<file path="src/rtl/riscv_pkg.sv">
// Shared RV32I definitions: ALU op codes, opcode constants, immediate extraction and the
// decoded-instruction record handed from decode to execute.
package riscv_pkg;

  localparam logic [3:0] ALU_ADD  = 4'b0000;
  localparam logic [3:0] ALU_SUB  = 4'b1000;
  localparam logic [3:0] ALU_SLL  = 4'b0001;
  localparam logic [3:0] ALU_SLT  = 4'b0010;
  localparam logic [3:0] ALU_SLTU = 4'b0011;
  localparam logic [3:0] ALU_XOR  = 4'b0100;
  localparam logic [3:0] ALU_SRL  = 4'b0101;
  localparam logic [3:0] ALU_SRA  = 4'b1101;
  localparam logic [3:0] ALU_OR   = 4'b0110;
  localparam logic [3:0] ALU_AND  = 4'b0111;

  localparam logic [6:0] OPC_OP    = 7'b0110011;
  localparam logic [6:0] OPC_OPIMM = 7'b0010011;
  localparam logic [6:0] OPC_LUI   = 7'b0110111;
  localparam logic [6:0] OPC_AUIPC = 7'b0010111;

  typedef struct packed {
    logic [31:0] op1;
    logic [31:0] op2;
    logic [3:0]  alu_op;
    logic [4:0]  rd;
    logic        rd_we;
    logic        illegal;
  } id_out_t;

  function automatic logic [31:0] imm_i(input logic [31:0] instr);
    return {{20{instr[31]}}, instr[31:20]};
  endfunction

  function automatic logic [31:0] imm_u(input logic [31:0] instr);
    return {instr[31:12], 12'b0};
  endfunction

endpackage

</file>
<file path="src/rtl/reg_file.sv">
// 32x32 register file: two combinational read ports, one write port, x0 hardwired to zero.
// Define ID_WB_BYPASS_EN to forward same-cycle write data to the read ports.
module reg_file
  import riscv_pkg::*;
(
  input  logic        clk_i,
  input  logic        rst_i,
  input  logic [4:0]  raddr1_i,
  input  logic [4:0]  raddr2_i,
  output logic [31:0] rdata1_o,
  output logic [31:0] rdata2_o,
  input  logic        we_i,
  input  logic [4:0]  waddr_i,
  input  logic [31:0] wdata_i
);

  logic [31:0] regs_q [32];

  always_ff @(posedge clk_i or posedge rst_i) begin
    if (rst_i) begin
      for (int i = 0; i < 32; i++) begin
        regs_q[i] <= '0;
      end
    end else if (we_i && (waddr_i != 5'd0)) begin
      regs_q[waddr_i] <= wdata_i;
    end
  end

  function automatic logic [31:0] read_port(input logic [4:0] addr);
    logic [31:0] data;
    data = '0;
    if (addr != 5'd0) begin
      data = regs_q[addr];
`ifdef ID_WB_BYPASS_EN
      if (we_i && (waddr_i == addr)) begin
        data = wdata_i;
      end
`endif
    end
    return data;
  endfunction

  always_comb begin
    rdata1_o = read_port(raddr1_i);
    rdata2_o = read_port(raddr2_i);
  end

endmodule

</file>
<file path="src/rtl/id_stage.sv">
// Decode/operand-issue stage: decodes RV32I ALU instructions and registers operands for execute.
// ID_WB_BYPASS_EN (in reg_file) selects write-through forwarding for same-cycle reads.
module id_stage
  import riscv_pkg::*;
(
  input  logic        clk,
  input  logic        reset,
  input  logic        in_valid,
  output logic        in_ready,
  input  logic [31:0] in_instr,
  input  logic [31:0] in_pc,
  input  logic        flush,
  output logic        out_valid,
  input  logic        out_ready,
  output logic [31:0] out_op1,
  output logic [31:0] out_op2,
  output logic [3:0]  out_alu_op,
  output logic [4:0]  out_rd,
  output logic        out_rd_we,
  output logic        out_illegal,
  input  logic        wb_we,
  input  logic [4:0]  wb_rd,
  input  logic [31:0] wb_data
);

  logic [6:0]  opcode;
  logic [2:0]  funct3;
  logic [4:0]  rs1, rs2, rd;
  logic [31:0] rs1_data, rs2_data;
  id_out_t     dec;
  id_out_t     data_d, data_q;
  logic        valid_d, valid_q;
  logic        load;

  assign opcode = in_instr[6:0];
  assign rd     = in_instr[11:7];
  assign funct3 = in_instr[14:12];
  assign rs1    = in_instr[19:15];
  assign rs2    = in_instr[24:20];

  reg_file u_reg_file (
    .clk_i    (clk),
    .rst_i    (reset),
    .raddr1_i (rs1),
    .raddr2_i (rs2),
    .rdata1_o (rs1_data),
    .rdata2_o (rs2_data),
    .we_i     (wb_we),
    .waddr_i  (wb_rd),
    .wdata_i  (wb_data)
  );

  always_comb begin
    dec         = '0;
    dec.alu_op  = ALU_ADD;
    dec.rd      = rd;
    dec.rd_we   = (rd != 5'd0);
    unique case (opcode)
      OPC_OP: begin
        dec.op1    = rs1_data;
        dec.op2    = rs2_data;
        dec.alu_op = {in_instr[30], funct3};
      end
      OPC_OPIMM: begin
        dec.op1 = rs1_data;
        dec.op2 = imm_i(in_instr);
        // imm[10] is only an opcode bit for right shifts; ADDI must never become SUB.
        dec.alu_op = (funct3 == 3'b101) ? {in_instr[30], funct3} : {1'b0, funct3};
      end
      OPC_LUI: begin
        dec.op2 = imm_u(in_instr);
      end
      OPC_AUIPC: begin
        dec.op1 = in_pc;
        dec.op2 = imm_u(in_instr);
      end
      default: begin
        dec.rd      = '0;
        dec.rd_we   = 1'b0;
        dec.illegal = 1'b1;
      end
    endcase
  end

  assign in_ready = !valid_q || out_ready;
  assign load     = in_valid && in_ready && !flush;

  always_comb begin
    data_d  = load ? dec : data_q;
    valid_d = valid_q;
    if (flush) begin
      valid_d = 1'b0;
    end else if (load) begin
      valid_d = 1'b1;
    end else if (out_ready) begin
      valid_d = 1'b0;
    end
  end

  always_ff @(posedge clk or posedge reset) begin
    if (reset) begin
      valid_q        <= 1'b0;
      data_q         <= '0;
      data_q.alu_op  <= ALU_ADD;
    end else begin
      valid_q <= valid_d;
      data_q  <= data_d;
    end
  end

  assign out_valid   = valid_q;
  assign out_op1     = data_q.op1;
  assign out_op2     = data_q.op2;
  assign out_alu_op  = data_q.alu_op;
  assign out_rd      = data_q.rd;
  assign out_rd_we   = data_q.rd_we;
  assign out_illegal = data_q.illegal;

endmodule

</file>
<file path="config.mk">
export PLATFORM = sky130hd
export DESIGN_NAME = id_stage
export DESIGN_NICKNAME = d
export VERILOG_FILES = /design/src/rtl/riscv_pkg.sv /design/src/rtl/reg_file.sv /design/src/rtl/id_stage.sv
export SDC_FILE = /design/constraint.sdc
export NUM_CORES = 2
export LEC_CHECK = 0
export ABC_AREA = 1
export BUFFER_PORTS_ARGS = -buffer_cell sky130_fd_sc_hd__buf_2
export CORE_MARGIN = 8
export CORE_UTILIZATION = 45
export CTS_BUF_LIST = sky130_fd_sc_hd__clkbuf_4
export DETAILED_ROUTE_END_ITERATION = 8
export PLACE_DENSITY = 0.6
export SYNTH_ARGS = -nofsm -noshare
export SYNTH_HDL_FRONTEND = slang
export SYNTH_SLANG_ARGS = --single-unit
</file>
<file path="constraint.sdc">
create_clock -name clk -period 38.4 [get_ports clk]
set_input_delay 1.92 -clock clk [delete_from_list [all_inputs] [get_ports clk]]
set_output_delay 1.92 -clock clk [all_outputs]
set_load 0.005 [all_outputs]
</file>
---- Word level (Yosys, flattened, before mapping) ----
Cells that the tools add are included.
operators by class
  reductions and logical operators ........ 15
  $lt $le $gt $ge ......................... 4
  equal/unequal tests ..................... 5
  muxes and demuxes ....................... 19
  bitwise logic cells ..................... 3
operators by type and width
  operator                                                               number
  1024-bit bitwise mux                                                   1
  32-bit binary-select mux with 5-bit select                             2
  32-bit two-way mux                                                     7
  32-bit demux with 5-bit select                                         1
  32-bit case mux with 3 select lines                                    1
  32-bit case mux with 2 select lines                                    1
  5-bit nonzero test                                                     4
  6-bit greater-or-equal comparator (second input constant)              3
  5-bit inverter with 6-bit output                                       3
  7-bit by 5-bit == test with 1-bit output (second input constant)       2
  7-bit by 6-bit == test with 1-bit output (second input constant)       2
  4-bit case mux with 2 select lines                                     1
  7-bit two-way mux                                                      1
  6-bit by 1-bit < comparator with 1-bit output (second input constant)  1
  1-bit logical AND                                                      4
  4-bit two-way mux                                                      1
  2-bit OR reduction                                                     2
  4-bit OR reduction                                                     1
  3-bit == test (second input constant)                                  1
  1-bit two-way mux                                                      3
  3-bit nonzero test                                                     1
  1-bit logical NOT                                                      2
  1-bit logical OR                                                       1
word-level totals
  logic and storage cells ................. 85
  bits in registers ....................... 1100
  input port bits ......................... 107

---- Logic depth before layout (Yosys ltp) ----
  depth in word-level cells ............... 6
  depth in mapped cells ................... 15
  depth with buffers taken out ............ 13

---- By module ----
A second synthesis with hierarchy kept.
second synthesis, totals
  cell total of the unflattened synthesis .. 8821
  area, all modules ....................... 60375.4 µm²
by module, submodules not included
  module    instances  cells an instance  area each (µm²)
  reg_file  1          8326               56569.3
  id_stage  1          495                3806.2

---- Worst setup path before layout ----
No wires, ideal clock.
  kind .................................... input to output
  start ................................... in out_ready
  end ..................................... out in_ready
  arrival ................................. 2.134 ns
  buffers on the path ..................... 0
  slack ................................... 34.346 ns
  stages on the path ...................... 2
  path through ............................ nor2_1 inv_1
on the way
  word-level cells in the longest chain between the ends .. 1
RTL lines
  element           line            source
  start, declared   id_stage.sv:14  input logic out_ready,
  1-bit logical OR  id_stage.sv:85  assign in_ready = !valid_q || out_ready;
  end, declared     id_stage.sv:9   output logic in_ready,
No other way between the ends.

---- Worst setup path in the final report ----
  start ................................... in in_instr[15]
  end ..................................... reg data_q (netlist bit out_op1[21])
on the way
  word-level cells in the longest chain between the ends .. 6
RTL lines
  element                                                 line             source
  start, declared                                         id_stage.sv:10   input logic [31:0] in_instr,
  5-bit inverter with 6-bit output (not written as such)  reg_file.sv:33   data = regs_q[addr];
  32-bit binary-select mux with 5-bit select              reg_file.sv:33
  32-bit two-way mux (not written as such) (2 in a row)   reg_file.sv:33
  32-bit two-way mux *                                    reg_file.sv:32   if (addr != 5'd0) begin
  32-bit case mux with 2 select lines *                   id_stage.sv:58   unique case (opcode)
  end signal, assigned                                    id_stage.sv:107  data_q <= data_d;
  end, declared                                           id_stage.sv:31   id_out_t data_d, data_q;
Mark *: on every way between the ends. The rest lies on a longest branch, timed or not. The select of a mux whose other input is x is not followed.
A chain may end at the register's enable or synchronous reset.

==> summary.txt <==
Status
  – Status: finished clean

Critical path
  – Top cell by count, worst path: buf_4
  – CP required: 39.53 ns
  – WP buf/inv: 5
  – WP data arrival: 6.21 ns
  – CP delay by family, top: buffers and inverters
  – Slowest stage delay, CP: 0.95 ns
  – Slowest stage cell, crit path: inv_8
  – CP Cell Sequence: buf_8 > inv_8 > buf_4 > buf_4 > a41oi_4 > buf_4 > a21oi_1 > nor2_1
  – Crit end category: register
  – Crit Path Max Fanout: 154
  – Worst Setup Start Kind: primary input
  – Critical Setup Path Class: primary input to register

STA
  – Max-slew violation count: 0
  – Worst-margin pin slew: 1.25 ns
  – Fmax: 0.197 GHz
  – Hold Fails Final Rpt: 0
  – # setup viols final: 0
  – Fin crit share: 13.2%
  – Total negative slack: 0 ns
  – Skew final: 0.0818 ns
  – Minimum clock period: 5.08 ns
  – Relative slew slack: 16.8%
  – Unrepaired setup endpoints after global routing: false
  – Fin Hold WS: 0.378 ns

Die
  – IO Pins: 184
  – Die Y: 384 um
  – Core Rows: 135
  – Core area: 135000 um2
  – Die ar.: 147000 um2
  – Initial core utilization: 45.1%
  – Die X: 384 um

Logic synthesis
  – #FFs+latches synth: 1100
  – Warnings, synthesis: 0
  – Post-Synth Simple-Gate Area: 29.9%
  – Synth Area per Inst: 6.87 um2
  – Number of flops mapped to enable cells by yosys: 0
  – Top-area cell type share of the netlist area: 45.3%
  – Xor/xnor share of the synthesized area: 0%
  – Largest family of logic cells by synthesized area: simple AND/OR/NAND/NOR gates
  – Post-synthesis instance total: 8854
  – Synth async-reset ratio: 100%
  – Area leader, netlist: dfrtp_1
  – Post-Syn Area: 60800 um2
  – Post-synth net total: 8961
  – Synth Area in Adders: 0%
  – Mux cell area share after synthesis: 0%
  – Compound-Gate Fraction of Synth Area: 15.8%
  – Post-synth cell types: 29
  – Largest cells by area after synthesis: dfrtp_1 45%, nand2_1 20%, o21ai_0 11%
  – Main synth FF type: dfrtp_1
  – Seq/Total Area, Yosys: 45.3%

Final layout
  – Filler cell count: 13844
  – Commonest cells after routing, fill and taps aside: 3207 x nand2_1, 1293 x o21ai_0, 1100 x dfrtp_1
  – Most common cell after layout, fill and taps aside: nand2_1
  – Layout Nets: 8843
  – P&R area growth vs syn: 8.48%
  – Share of post-route cells with drive strength above 1: 9.13%
  – Non-filler cells, final: 10745
  – Final Core Density: 48.9%

Pwr
  – LEAKAGE: 32.0 nW
  – Max VDD drop: 20.4 uV
  – Pwr dens: 49.2 nW/um2

Clock tree
  – CTS max path bufs: 4
  – Clock-pin slew on the worst setup and hold paths: 0.06 ns
  – Hold buffer count at CTS: 0
  – CTS resizes: 0
  – Num CTS Buffers: 330
  – Clk root buf: clkbuf_4
  – H-tree Lvls: 5
  – Clk Latency, worst-skew pair: 1.29 ns
  – TritonCTS clock tree: built
  – Post CTS Setup Buffer Count: 0
  – # clock sinks: 1100

GRT
  – Global-route wire length before repair: 367000 um
  – Remaining Overflow, GRT: 0
  – Largest net degree at the start of global routing: 195
  – Vias in the first global route: 57062
  – GR Util All Layers: 32.7%
  – Initial antenna violation count: 14

Detailed routing
  – Total Wirelength: 247000 um
  – DRC violations left: 0
  – Drt first pass iters: 6
  – Iter 0 DRT Violations: 8113
  – Via count: 61548
  – Detail Route Antenna Nets: 0
  – Average wire per standard cell: 23.0 um
  – Vias per cell: 5.73

Placed design
  – Dpl hpwl: 129000 um
  – Placed cell count: 10185
  – Buffers on Ports: 183
  – Placer Congestion: 0.851

Flow run
  – Max_cap viols: 0

Hold path
  – Worst Hold Class: register to register
cell type report:
type | count | area, um2 | area share [%]
flip-flops and latches | 1100 | 27500 | 41.7
clock inverters | 80 | 362 | 0.548
inverters | 661 | 2520 | 3.82
multi-input cells | 6367 | 28100 | 42.5
clock buffers | 463 | 3480 | 5.27
diodes | 17 | 42.5 | 0.0645
repair buffers | 276 | 1760 | 2.67
well taps | 1781 | 2230 | 3.38
logic make-up after synthesis:
group	after synthesis
buffers and inverters	1387
and+or+nand+nor	4508
AOI/OAI and AO/OA	1859
DFF	1100
per-stage QoR:
stage / area, um2 / setup slack, ns / total power [mW]
2_1_floorplan: 60800 / 5.51 / 1.96
3_3_place_gp: 62100 / 32.27 / 2.13
3_5_place_dp: 62100 / 32.24 / 2.15
4_1_cts: 65900 / 33.59 / 3.25
5_1_grt: 66000 / 33.32 / 3.44
6_report: 66000 / 33.32 / 3.25
routing by layer:
layer  up-vias  global-route usage, %  share of wire (%)
met5         -                      0                  0
met4         0                   17.0                5.6
met3       703                   7.03                 11
met2      3332                   48.8                 42
met1     29177                   44.8                 42
li1      28336                      -                  -
path summary, 6_finish.rpt:
check	endpoint	startpoint	depth (start not counted)	slack [ns]
setup reg to reg	out_op2[4]$_DFFE_PP0P_	out_valid$_DFFE_PP0P_	10	35.58
min in group asynchronous	u_reg_file.regs_q[277]$_DFFE_PP0P_	reset	2	0.77
max in group asynchronous	u_reg_file.regs_q[398]$_DFFE_PP0P_	reset	5	34.38
hold / removal	u_reg_file.regs_q[1005]$_DFFE_PP0P_	u_reg_file.regs_q[1005]$_DFFE_PP0P_	0	0.38
hold reg to reg	u_reg_file.regs_q[1005]$_DFFE_PP0P_	u_reg_file.regs_q[1005]$_DFFE_PP0P_	0	0.38
setup / recovery	out_op1[21]$_DFFE_PP0P_	in_instr[15]	8	33.32
state kept, by name, indices dropped and copies added, names as in the netlist:
register,cells
out_valid,1
out_illegal,1
out_op2,32
out_rd,5
u_reg_file.regs_q,1024
out_alu_op,4
out_op1,32
out_rd_we,1
where the power goes:
group / total (mW) / internal, mW / switching [mW]
registers: 1.51 / 1.37 / 0.146
clock network: 1.10 / 0.564 / 0.537
logic: 0.631 / 0.218 / 0.414
total: 3.25 / 2.15 / 1.10
synth_stat cells (all sizes together) (3+ instances only):
master,number
buf,261
clkinv,3
nor3,11
o211ai,102
o31ai,3
nand2,3233
nor2,313
inv,658
a21oi,296
a22o,3
dfrtp,1100
o21ai,1450
nand3,949
clkbuf,465
No activity file was read; power rests on OpenSTA's default activity.
